==> config.mk <==
export PLATFORM = sky130hd
export DESIGN_NAME = mem_arbiter
export DESIGN_NICKNAME = d
export VERILOG_FILES = /design/src/rtl/mem_arbiter_pkg.sv /design/src/rtl/mem_arbiter.sv
export SDC_FILE = /design/constraint.sdc
export NUM_CORES = 1
export LEC_CHECK = 0
export BUFFER_PORTS_ARGS = -buffer_cell sky130_fd_sc_hd__buf_2
export CELL_PAD_IN_SITES_DETAIL_PLACEMENT = 1
export CELL_PAD_IN_SITES_GLOBAL_PLACEMENT = 1
export CORE_MARGIN = 2
export CORE_UTILIZATION = 29
export DETAILED_ROUTE_END_ITERATION = 6
export GPL_TIMING_DRIVEN = 0
export PLACE_DENSITY = 0.83
export SYNTH_ARGS = -nofsm -noshare
export SYNTH_HDL_FRONTEND = slang
export SYNTH_SLANG_ARGS = --single-unit
==> constraint.sdc <==
create_clock -name CLK -period 1.4 [get_ports CLK]
set_input_delay 0.21 -clock CLK [delete_from_list [all_inputs] [get_ports CLK]]
set_output_delay 0.21 -clock CLK [all_outputs]
set_load 0.01 [all_outputs]
==> src/rtl/mem_arbiter_pkg.sv <==
// Shared definitions for the SRAM port arbiter: FSM state encoding and the
// NOP instruction word (also consumed by the decoder).
package mem_arbiter_pkg;

    typedef enum logic [1:0] {
        FETCH     = 2'd0,
        WR_SETUP  = 2'd1,
        WR_STROBE = 2'd2,
        WR_HOLD   = 2'd3
    } arb_state_e;

    localparam logic [15:0] NOP_INSTR = 16'h0800;

endpackage

==> src/rtl/mem_arbiter.sv <==
// Shares the single external SRAM port between instruction fetch and MEM-stage
// data accesses; data wins, fetch is stalled and a NOP is fed to IF/ID.
//
// state     | meaning
// ----------+-----------------------------------------------------------------
// FETCH     | fetch from if_addr_i, or 1-cycle data read, or accept a write
// WR_SETUP  | latched address/data on the bus, data driven, we_n high
// WR_STROBE | we_n low for STROBE_CYCLES cycles
// WR_HOLD   | we_n high, address/data held; pulse mem_done_o, back to FETCH
module mem_arbiter #(
    parameter logic [15:0] NOP_INSTR     = mem_arbiter_pkg::NOP_INSTR,
    parameter int unsigned STROBE_CYCLES = 1
) (
    input  logic        CLK,
    input  logic        RST,
    input  logic [15:0] if_addr_i,
    output logic [15:0] instr_o,
    output logic        instr_valid_o,
    output logic        stall_pc_o,
    input  logic        mem_rd_i,
    input  logic        mem_wr_i,
    input  logic [15:0] mem_addr_i,
    input  logic [15:0] mem_wdata_i,
    output logic [15:0] mem_rdata_o,
    output logic        mem_done_o,
    output logic [15:0] ram_addr_o,
    output logic [15:0] ram_wdata_o,
    output logic        ram_data_oe_o,
    input  logic [15:0] ram_rdata_i,
    output logic        ram_oe_n_o,
    output logic        ram_we_n_o
);
    import mem_arbiter_pkg::*;

    localparam logic [1:0] STROBE_LOAD = 2'(STROBE_CYCLES - 1);

    arb_state_e  r_state;
    logic [1:0]  r_strobe_cnt;
    logic [15:0] r_addr;
    logic [15:0] r_wdata;
    logic [15:0] r_instr;
    logic        r_instr_valid;
    logic [15:0] r_mem_rdata;
    logic        r_mem_done;

    logic        w_accept;
    logic        w_wr_acc;
    logic        w_rd_acc;

    // The done cycle always falls through to a fetch, so a held request
    // cannot starve the instruction stream.
    assign w_accept = (r_state == FETCH) && !r_mem_done;
    assign w_wr_acc = w_accept && mem_wr_i;
    assign w_rd_acc = w_accept && !mem_wr_i && mem_rd_i;

    always_ff @(posedge CLK) begin
        if (RST) begin
            r_state       <= FETCH;
            r_strobe_cnt  <= 2'd0;
            r_addr        <= 16'h0000;
            r_wdata       <= 16'h0000;
            r_instr       <= NOP_INSTR;
            r_instr_valid <= 1'b0;
            r_mem_rdata   <= 16'h0000;
            r_mem_done    <= 1'b0;
        end else begin
            r_mem_done <= 1'b0;
            case (r_state)
                FETCH: begin
                    if (w_wr_acc) begin
                        r_addr        <= mem_addr_i;
                        r_wdata       <= mem_wdata_i;
                        r_instr       <= NOP_INSTR;
                        r_instr_valid <= 1'b0;
                        r_state       <= WR_SETUP;
                    end else if (w_rd_acc) begin
                        r_mem_rdata   <= ram_rdata_i;
                        r_mem_done    <= 1'b1;
                        r_instr       <= NOP_INSTR;
                        r_instr_valid <= 1'b0;
                    end else begin
                        r_instr       <= ram_rdata_i;
                        r_instr_valid <= 1'b1;
                    end
                end
                WR_SETUP: begin
                    r_strobe_cnt <= STROBE_LOAD;
                    r_state      <= WR_STROBE;
                end
                WR_STROBE: begin
                    if (r_strobe_cnt == 2'd0) begin
                        r_state <= WR_HOLD;
                    end else begin
                        r_strobe_cnt <= r_strobe_cnt - 2'd1;
                    end
                end
                WR_HOLD: begin
                    r_mem_done <= 1'b1;
                    r_state    <= FETCH;
                end
                default: r_state <= FETCH;
            endcase
        end
    end

    // SRAM strobes are combinational so reset can idle them in the same cycle.
    always_comb begin
        ram_addr_o    = if_addr_i;
        ram_wdata_o   = r_wdata;
        ram_data_oe_o = 1'b0;
        ram_oe_n_o    = 1'b1;
        ram_we_n_o    = 1'b1;
        stall_pc_o    = 1'b0;
        case (r_state)
            FETCH: begin
                if (w_wr_acc) begin
                    ram_addr_o = mem_addr_i;
                    stall_pc_o = 1'b1;
                end else if (w_rd_acc) begin
                    ram_addr_o = mem_addr_i;
                    ram_oe_n_o = 1'b0;
                    stall_pc_o = 1'b1;
                end else begin
                    ram_oe_n_o = 1'b0;
                end
            end
            WR_SETUP, WR_HOLD: begin
                ram_addr_o    = r_addr;
                ram_data_oe_o = 1'b1;
                stall_pc_o    = 1'b1;
            end
            WR_STROBE: begin
                ram_addr_o    = r_addr;
                ram_data_oe_o = 1'b1;
                ram_we_n_o    = 1'b0;
                stall_pc_o    = 1'b1;
            end
            default: begin
                ram_addr_o = if_addr_i;
            end
        endcase
        if (RST) begin
            ram_data_oe_o = 1'b0;
            ram_oe_n_o    = 1'b1;
            ram_we_n_o    = 1'b1;
            stall_pc_o    = 1'b0;
        end
    end

    assign instr_o       = r_instr;
    assign instr_valid_o = r_instr_valid;
    assign mem_rdata_o   = r_mem_rdata;
    assign mem_done_o    = r_mem_done;

endmodule

==> results.cfg <==
[cells_and_area]
diodes = 0
nets = 654
drive_above_1_share_pct = 52.1
fillCellCount = 1226
area_growth_pct = 72.8
layoutNonFillerInstCount = 720

[pwr]
vdd_drop_max_mv = 0.825
leakage_nw = 2.22
power.total_mw = 11.7
power_density_mw_per_mm2 = 2250

[timing]
slew_headroom_pct = 49.6
final-setup-viol-count = 70
post-route-period-util_pct = 132
fin_crit_ns = 1.84
rsz0062_at_grt = yes
max_slew.worst_pin.slew_ns = 0.756
tns_ns = -16.08
drv_slew = 0
setup_slack_ns = -0.442
hold_violations = 0
skew_ns = 0.00899
hold_slack_ns = 0.0907
fmax_mhz = 543

[floorplan]
io_pins = 138
core-area_sq_mm = 0.0102
num_rows = 37
dieHeight_um = 106
die_area_sq_mm = 0.0112
die_x_um = 106
initial_core_util_pct = 29.5

[clock_tree]
cts_buffers = 9
clock_sinks = 70
clockRootBuffer = clkbuf_8
h-tree-depth = 3
worstSkewPairLatency_ns = 0.35
cts_hold_repair.buffers = 0
clockBufferDepth = 2
clk_transition_reported_paths_ns = 0.08
tritoncts = built

[critical_path]
crit_path_end_kind = output pin
crit_chain = inv_4 -> ha_4 -> buf_8 -> buf_8 -> nand3_2 -> a31oi_2 -> buf_2
cp_top_family = buffers and inverters
timing.rr.end = mem_rdata_o[6]
slowest_stage = dfxtp_4
slowest_delay_ns = 0.36
required_ns = 1.19
r2r-start = r_state[0]
crit_fanout = 6
regToRegSetupSlack_ns = -0.23
critPathBufInv = 4
rr_worst_depth = 9
crit_path_start_kind = register
arrival_ns = 1.63
cp_common_cell = buf_8
crit_type = reg -> out

[status]
outcome = complete, but fails checks
violations = setup timing

[place]
dp.final_hpwl_um = 8150
portBuffers = 137
dp_slack_ns = -0.375
dp_cells = 676
finalWeightedCongestion = 0.799

[hold_path]
holdPathStages = 3
worstHoldStart = mem_wdata_i[7]
hold_class = in -> reg
holdPathEnd = ram_wdata_o[7]

[route]
wirelength_um = 12200
drt_pass1_iterations = 4
drc_errors = 0
via_per_inst = 4.88
wire_per_inst_um = 17.0
ant_nets = 0
drt_iter0_drc = 106
via_count = 3512

[yosys]
syn_nets = 477
synthCells = 403
syn_avg_cell_area_sq_um = 7.49
synth_ff_type = dfxtp_1
synth_edf_count = 0
ys_ff_latch = 70
synth_area_sq_mm = 0.00302
ys_warn_count = 0
postSynth.asyncResetShare_pct = 0
ys_seq_area_share_pct = 46.4
synth_cell_types = 30

[global_route]
grt_max_degree = 13
track_usage_pct = 20.9
grt_remaining_overflow = 0
grt_pass1_wl_um = 18400
antenna_found_initial = 0
grt_pass1_vias = 3652

[run]
drv_cap = 0
[synthesized netlist by cell type (5+ instances only)]
cell type / n / area (sq um)
nor2_1: 21 / 78.8
nand2b_1: 9 / 56.3
nand2_1: 113 / 424
ha_1: 6 / 75.1
buf_2: 9 / 45.0
clkbuf_1: 19 / 71.3
dfxtp_1: 70 / 1400
a21oi_1: 65 / 325
inv_1: 5 / 18.8
buf_4: 5 / 37.5
nand3_1: 32 / 160
a31oi_1: 17 / 106
o21ai_0: 15 / 75.1
[worst max-delay path by stage]
stage / from / to / slack, ns / cells after the start
2_1_floorplan: r_state[1] / ram_addr_o[10] / -0.002 / 6
3_3_place_gp: mem_done_o / ram_addr_o[13] / -0.33 / 5
3_5_place_dp: mem_done_o / ram_addr_o[13] / -0.38 / 5
4_1_cts: r_state[0] / ram_addr_o[11] / -0.46 / 7
5_1_grt: r_state[1] / ram_addr_o[6] / -0.51 / 7
6_report: r_state[1] / ram_addr_o[2] / -0.44 / 7
[sequential cells by signal, indices dropped and copies added, names as in the netlist]
signal         flops
mem_rdata_o       16
instr_valid_o      1
instr_o           16
r_strobe_cnt       2
r_addr            16
mem_done_o         1
r_state            2
ram_wdata_o       16
[layout make-up]
class	count	area [sq um]	area share (%)
well taps	136	170	3.26
multi-input cells	293	1890	36.2
clock buffers	10	138	2.64
repair buffers	166	1050	20.1
clock inverters	5	108	2.06
inverters	5	31.3	0.600
plain buffers	35	419	8.04
flip-flops and latches	70	1410	27.1
[what timing repair did]
action | 4_1_cts | 5_1_grt
setup endpoints to repair | 76 | 75
pin swaps | 13 | 32
gates cloned | 5 | 2
setup buffers | 19 | 4
resized for setup | 98 | 84
[tightest hold or removal path, cell delays in order]
cell and delay (ns):
buf_2 0.09, nand2_1 0.04, a21oi_1 0.05
[metal layers]
metal	track usage (%)	up-vias	wire (um)
li1	-	1712	-
met1	25.2	1700	5150
met2	37.0	86	6360
met3	3.74	14	488
met4	7.80	0	236
met5	0	-	0
[cell usage in the layout, fill, tap and decap left out, drive strengths merged, types with 2 or more instances in the layout]
master / Yosys / final
a21oi: 65 / 65
a31oi: 17 / 17
buf: 16 / 180
bufinv: 0 / 3
clkbuf: 19 / 31
clkinv: 0 / 2
dfxtp: 70 / 70
ha: 6 / 6
inv: 5 / 5
nand2: 113 / 113
nand2b: 9 / 9
nand3: 32 / 32
nor2: 21 / 21
o21ai: 16 / 16
[where the power goes]
group / internal (mW) / total (mW) / leakage (nW) / switching, mW
registers: 2.34 / 2.55 / 0.573 / 0.205
clock network: 1.23 / 2.02 / 0.123 / 0.796
logic: 3.52 / 7.17 / 1.52 / 3.65
total: 7.09 / 11.7 / 2.22 / 4.66
[per-stage QoR]
stage | utilization (%) | cell area [sq um]
after CTS | 47.1 | 4820
after floorplan | - | 3140
after global routing | 51.0 | 5220
after global placement | 39.1 | 4000
after detailed placement | 39.1 | 4000
final | 51.0 | 5220
[logic make-up (layout without fill, tap and decap cells)]
| family | after synthesis | after routing | share of synthesized area, % |
|---|---|---|---|
| compound gates | 104 | 104 | 18.7 |
| fa+ha+maj | 6 | 6 | 2.49 |
| buf+inv | 40 | 221 | 6.22 |
| flops | 70 | 70 | 46.4 |
| mux | 1 | 1 | 0.332 |
| simple gates | 182 | 182 | 25.8 |
No activity file was read; power rests on OpenSTA's default activity.
